[src/rtl/rf_cmd_ctrl_pkg.sv]
// Shared definitions for the UART-to-register-file command controller:
// frame opcodes, FSM state encoding and the default read timeout.
package rf_cmd_ctrl_pkg;

  localparam logic [7:0] WR_CMD = 8'hAA;
  localparam logic [7:0] RD_CMD = 8'hBB;

  localparam int unsigned RD_TIMEOUT_DEF = 4;

  typedef enum logic [2:0] {
    ST_IDLE    = 3'd0,
    ST_WR_ADDR = 3'd1,
    ST_WR_DATA = 3'd2,
    ST_RD_ADDR = 3'd3,
    ST_RD_WAIT = 3'd4,
    ST_TX_PUSH = 3'd5
  } state_t;

endpackage

[src/rtl/rf_cmd_ctrl.sv]
// Parses UART command frames (write: AA addr data, read: BB addr) into
// register-file accesses and pushes read results into the TX FIFO.
module rf_cmd_ctrl
  import rf_cmd_ctrl_pkg::*;
#(
  parameter int unsigned WIDTH      = 8,
  parameter int unsigned ADDR_SIZE  = 4,
  parameter int unsigned RD_TIMEOUT = RD_TIMEOUT_DEF
) (
  input  logic                 CLK,
  input  logic                 RST,
  input  logic [WIDTH-1:0]     RX_P_DATA,
  input  logic                 RX_D_VLD,
  input  logic [WIDTH-1:0]     RdData,
  input  logic                 RdData_Valid,
  input  logic                 FIFO_FULL,
  output logic                 WrEn,
  output logic                 RdEn,
  output logic [ADDR_SIZE-1:0] Address,
  output logic [WIDTH-1:0]     WrData,
  output logic                 WR_INC,
  output logic [WIDTH-1:0]     WR_DATA,
  output logic                 Busy,
  output logic                 Frame_Err
);

  localparam int unsigned CNT_W = $clog2(RD_TIMEOUT + 1);

  state_t           state;
  logic [CNT_W-1:0] to_cnt;
  logic [WIDTH-1:0] rd_byte;
  logic             addr_bad;
  logic             is_wr_cmd;
  logic             is_rd_cmd;

  // An address byte is only legal if every bit above the address field is clear.
  assign addr_bad  = (RX_P_DATA[WIDTH-1:ADDR_SIZE] != '0);
  assign is_wr_cmd = (RX_P_DATA == WIDTH'(WR_CMD));
  assign is_rd_cmd = (RX_P_DATA == WIDTH'(RD_CMD));

  always_ff @(posedge CLK or negedge RST) begin
    if (!RST) begin
      state     <= ST_IDLE;
      to_cnt    <= '0;
      rd_byte   <= '0;
      WrEn      <= 1'b0;
      RdEn      <= 1'b0;
      WR_INC    <= 1'b0;
      Busy      <= 1'b0;
      Frame_Err <= 1'b0;
      Address   <= '0;
      WrData    <= '0;
      WR_DATA   <= '0;
    end else begin
      WrEn      <= 1'b0;
      RdEn      <= 1'b0;
      WR_INC    <= 1'b0;
      Frame_Err <= 1'b0;

      case (state)
        ST_IDLE: begin
          if (RX_D_VLD && is_wr_cmd) begin
            state <= ST_WR_ADDR;
            Busy  <= 1'b1;
          end else if (RX_D_VLD && is_rd_cmd) begin
            state <= ST_RD_ADDR;
            Busy  <= 1'b1;
          end
        end

        ST_WR_ADDR: begin
          if (RX_D_VLD) begin
            if (addr_bad) begin
              Frame_Err <= 1'b1;
              state     <= ST_IDLE;
              Busy      <= 1'b0;
            end else begin
              Address <= RX_P_DATA[ADDR_SIZE-1:0];
              state   <= ST_WR_DATA;
            end
          end
        end

        ST_WR_DATA: begin
          if (RX_D_VLD) begin
            WrData <= RX_P_DATA;
            WrEn   <= 1'b1;
            state  <= ST_IDLE;
            Busy   <= 1'b0;
          end
        end

        ST_RD_ADDR: begin
          if (RX_D_VLD) begin
            if (addr_bad) begin
              Frame_Err <= 1'b1;
              state     <= ST_IDLE;
              Busy      <= 1'b0;
            end else begin
              Address <= RX_P_DATA[ADDR_SIZE-1:0];
              RdEn    <= 1'b1;
              to_cnt  <= '0;
              state   <= ST_RD_WAIT;
            end
          end
        end

        // Valid data is accepted while the counter is 0..RD_TIMEOUT.
        ST_RD_WAIT: begin
          if (RdData_Valid) begin
            rd_byte <= RdData;
            state   <= ST_TX_PUSH;
          end else if (to_cnt == CNT_W'(RD_TIMEOUT)) begin
            Frame_Err <= 1'b1;
            to_cnt    <= '0;
            state     <= ST_IDLE;
            Busy      <= 1'b0;
          end else begin
            to_cnt <= to_cnt + CNT_W'(1);
          end
        end

        ST_TX_PUSH: begin
          if (!FIFO_FULL) begin
            WR_INC  <= 1'b1;
            WR_DATA <= rd_byte;
            to_cnt  <= '0;
            state   <= ST_IDLE;
            Busy    <= 1'b0;
          end
        end

        default: begin
          state <= ST_IDLE;
          Busy  <= 1'b0;
        end
      endcase
    end
  end

endmodule

[config.mk]
export PLATFORM = sky130hd
export DESIGN_NAME = rf_cmd_ctrl
export DESIGN_NICKNAME = d
export VERILOG_FILES = /design/src/rtl/rf_cmd_ctrl_pkg.sv /design/src/rtl/rf_cmd_ctrl.sv
export SDC_FILE = /design/constraint.sdc
export NUM_CORES = 1
export LEC_CHECK = 0
export ABC_AREA = 1
export CORE_MARGIN = 4
export CORE_UTILIZATION = 48
export DETAILED_ROUTE_END_ITERATION = 8
export GPL_TIMING_DRIVEN = 0
export PLACE_DENSITY = 0.86
export SKIP_CTS_REPAIR_TIMING = 1
export SYNTH_ARGS = -nofsm -noshare
export SYNTH_HDL_FRONTEND = slang
export SYNTH_SLANG_ARGS = --single-unit
export TNS_END_PERCENT = 30
[constraint.sdc]
create_clock -name CLK -period 1.8 [get_ports CLK]
set_input_delay 0.27 -clock CLK [delete_from_list [all_inputs] [get_ports CLK]]
set_output_delay 0.27 -clock CLK [all_outputs]
set_load 0.01 [all_outputs]
==> qor.csv <==
metric;value;unit
nets;279;
clock_latency;290;ps
regToRegEndpoint;state[2]$_DFFE_PN0P_;
final.setup.tns;0;ps
synthDominantAreaCellType;sky130_fd_sc_hd__dfrtp_1;
finalWorstPathRequiredPeriod;1480;ps
insertedDiodeCount;0;
post_synth_num_cell_types;27;
cell_at_the_root_of_the_clock_tree;sky130_fd_sc_hd__clkbuf_8;
synth_nets;227;
via_per_inst;4.91;
post-route-drc-count;0;
via_count;1489;
wl_per_cell;12.2;microns
worst_slew_pin_slew;853;ps
slowest_delay;400;ps
share_of_the_clock_period_used_by_the_worst_path_after_layout;81.9;%
final_util;65.6;%
yosys_most_used_dff;sky130_fd_sc_hd__dfrtp_1;
power_leakage;1.17;nW
tritoncts;yes;
initial_antenna_violation_count;0;
achievable_freq;678;MHz
floorplan.core_area;0.00366;sq mm
clock_skew;5.65;ps
startpoint_type_of_the_worst_setup_path;register;
timing.hold.worst.class;in -> async;
place.gp.congestion;0.877;
dp.final_hpwl;2740;microns
io_buffer_count;45;
synth_edf_count;0;
cts_buffers;5;
reg2reg_setup_slack;320;ps
cap_violations;0;
die_area;0.00484;sq mm
final.setup.worst_slack;325;ps
max-vdd-ir-drop;0.000954;V
synth.cells.most_frequent;58 x sky130_fd_sc_hd__nand2_1, 39 x sky130_fd_sc_hd__dfrtp_1, 19 x sky130_fd_sc_hd__inv_1;
htree_num_levels;2;
total_setup_violations_reported_at_the_end_of_the_flow;0;
max-clock-path-buffers;2;
setup.worst_path.class;reg -> reg;
synth.most_common_cell;sky130_fd_sc_hd__nand2_1;
finalNonFillerCells;303;
cts.reportedPaths.clkPinSlew;70;ps
grt_pass1_vias;1420;
critical-path-slowest-cell;sky130_fd_sc_hd__dfrtp_1;
grt_remaining_overflow;0;
fp.dieW;69.6;microns
drv_slew;0;
synthTopCellsByArea;sky130_fd_sc_hd__dfrtp_1 54%, sky130_fd_sc_hd__nand2_1 12%, sky130_fd_sc_hd__o21ai_0 4.9%;
clock_sink_count;39;
grt_max_degree;40;
rsz0062_at_grt;no;
post_synth_instance_area;0.00182;sq mm
crit_path_max_fanout;4;
critPathCaptureType;register;
synthesis.instances;204;
fp-row-count;22;
postRouteAntennaNets;0;
layout-drive-gt1-share;11.4;%
placed_cells_incl_taps;297;
ys_seq_area_share;53.6;%
cp.required;1980;ps
crit_chain;inv_1 > ha_1 > nand2_1 > nand3_1 > o21ai_0 > nor2_1 > nand2_1 > nand2_1 > nand2_1;
routed_wirelength;3710;microns
die_height;69.6;microns
worst_r2r_startpoint;to_cnt[0]$_DFFE_PN0P_;
drtPass1Iterations;4;
first_pass_grt_wire_length;6160;microns
post_place_setup_slack;21.9;ps
yosys.area.top_type_share;53.6;%
initial_utilization;49.8;%
reg2reg_depth;9;
postSynthAreaPerCell;8.93;sq um
synthArstFlopShare;100;%
synth-seq-cells;39;
outcome;finished, final reports clean;
overall_fraction_of_global_route_tracks_in_use;16.0;%
cp_common_cell;sky130_fd_sc_hd__nand2_1;
area.growth.synth_to_final;31.7;%
critical_path_arrival;1650;ps
timing.slew.headroom;43.1;%
drtIter0Drc;62;
final_hold_viol_count;0;
io_pins;46;
power_per_cell_area;1430;mW/mm^2
ys.warnings.count;0;
[flip-flops by register name, indices dropped and copies added (netlist names)]
signal / flops
WrData: 8
state: 3
WR_INC: 1
WR_DATA: 8
Busy: 1
Address: 4
to_cnt: 3
WrEn: 1
rd_byte: 8
RdEn: 1
Frame_Err: 1
[power breakdown]
group | switching (mW) | internal [mW] | leakage, nW | total [mW]
registers | 0.177 | 1.24 | 0.483 | 1.42
clock network | 0.269 | 0.258 | 0.0371 | 0.527
logic | 0.752 | 0.745 | 0.647 | 1.50
[worst max-delay path by stage]
stage,startpoint,to,cells past startpoint
finish,to_cnt[0]$_DFFE_PN0P_,state[2]$_DFFE_PN0P_,9
global placement,RST,to_cnt[1]$_DFFE_PN0P_,1
detailed placement,RX_P_DATA[4],Address[2]$_DFFE_PN0P_,7
global route,to_cnt[0]$_DFFE_PN0P_,state[1]$_DFFE_PN0P_,9
floorplan,to_cnt[0]$_DFFE_PN0P_,state[1]$_DFFE_PN0P_,9
CTS,RX_P_DATA[4],Address[2]$_DFFE_PN0P_,7
[worst max-delay path: cells and delay by family (launching register included)]
kind	cells	cell delay [ps]
AND/OR/NAND/NOR	6	640
adder cells (fa/ha/maj)	1	140
AO/OA/AOI/OAI	1	100
flip-flops	1	400
buffers and inverters	1	90
[placed cells by master, fill, tap and decap left out, types with 5 or more instances in the layout]
cell and instances:
sky130_fd_sc_hd__o21ai_1 12, sky130_fd_sc_hd__clkdlybuf4s50_1 44, sky130_fd_sc_hd__nand3_1 12, sky130_fd_sc_hd__clkbuf_8 5, sky130_fd_sc_hd__nor2_1 9, sky130_fd_sc_hd__inv_2 5, sky130_fd_sc_hd__dfrtp_1 39, sky130_fd_sc_hd__nand2_1 58
sky130_fd_sc_hd__inv_1 19, sky130_fd_sc_hd__o21ai_0 18
[kinds of logic after synthesis]
logic type	synth area share, %
DFF	53.6
adders and majority gates	1.37
buffers and inverters	9.00
xor gates and xnor gates	0.481
AOI/OAI and AO/OA	10.0
and+or+nand+nor	25.6
[cell type report]
| type | count | area, sq um |
|---|---|---|
| fillers | 294 | 1260 |
| flip-flops and latches | 39 | 976 |
| repair buffers | 45 | 445 |
| plain buffers | 7 | 65.1 |
| clock buffers | 6 | 72.6 |
| inverters | 25 | 98.8 |
| well taps | 48 | 60.1 |
| multi-input cells | 133 | 682 |
[through the flow]
stage / area (sq um) / hold WS [ps] / power, mW
2_1_floorplan: 1820 / -25.6 / 2.27
3_3_place_gp: 2330 / 454 / 2.88
3_5_place_dp: 2330 / 421 / 2.94
4_1_cts: 2400 / 111 / 3.48
5_1_grt: 2400 / 161 / 3.70
6_report: 2400 / 88.2 / 3.44
[metal layers]
metal  global-route usage [%]  wire, microns
met4                     5.86             61
met1                     17.5           1600
met3                     6.96            300
met5                        0              0
met2                     27.4           1750
Note: power is estimated with default switching activity, not from simulation.
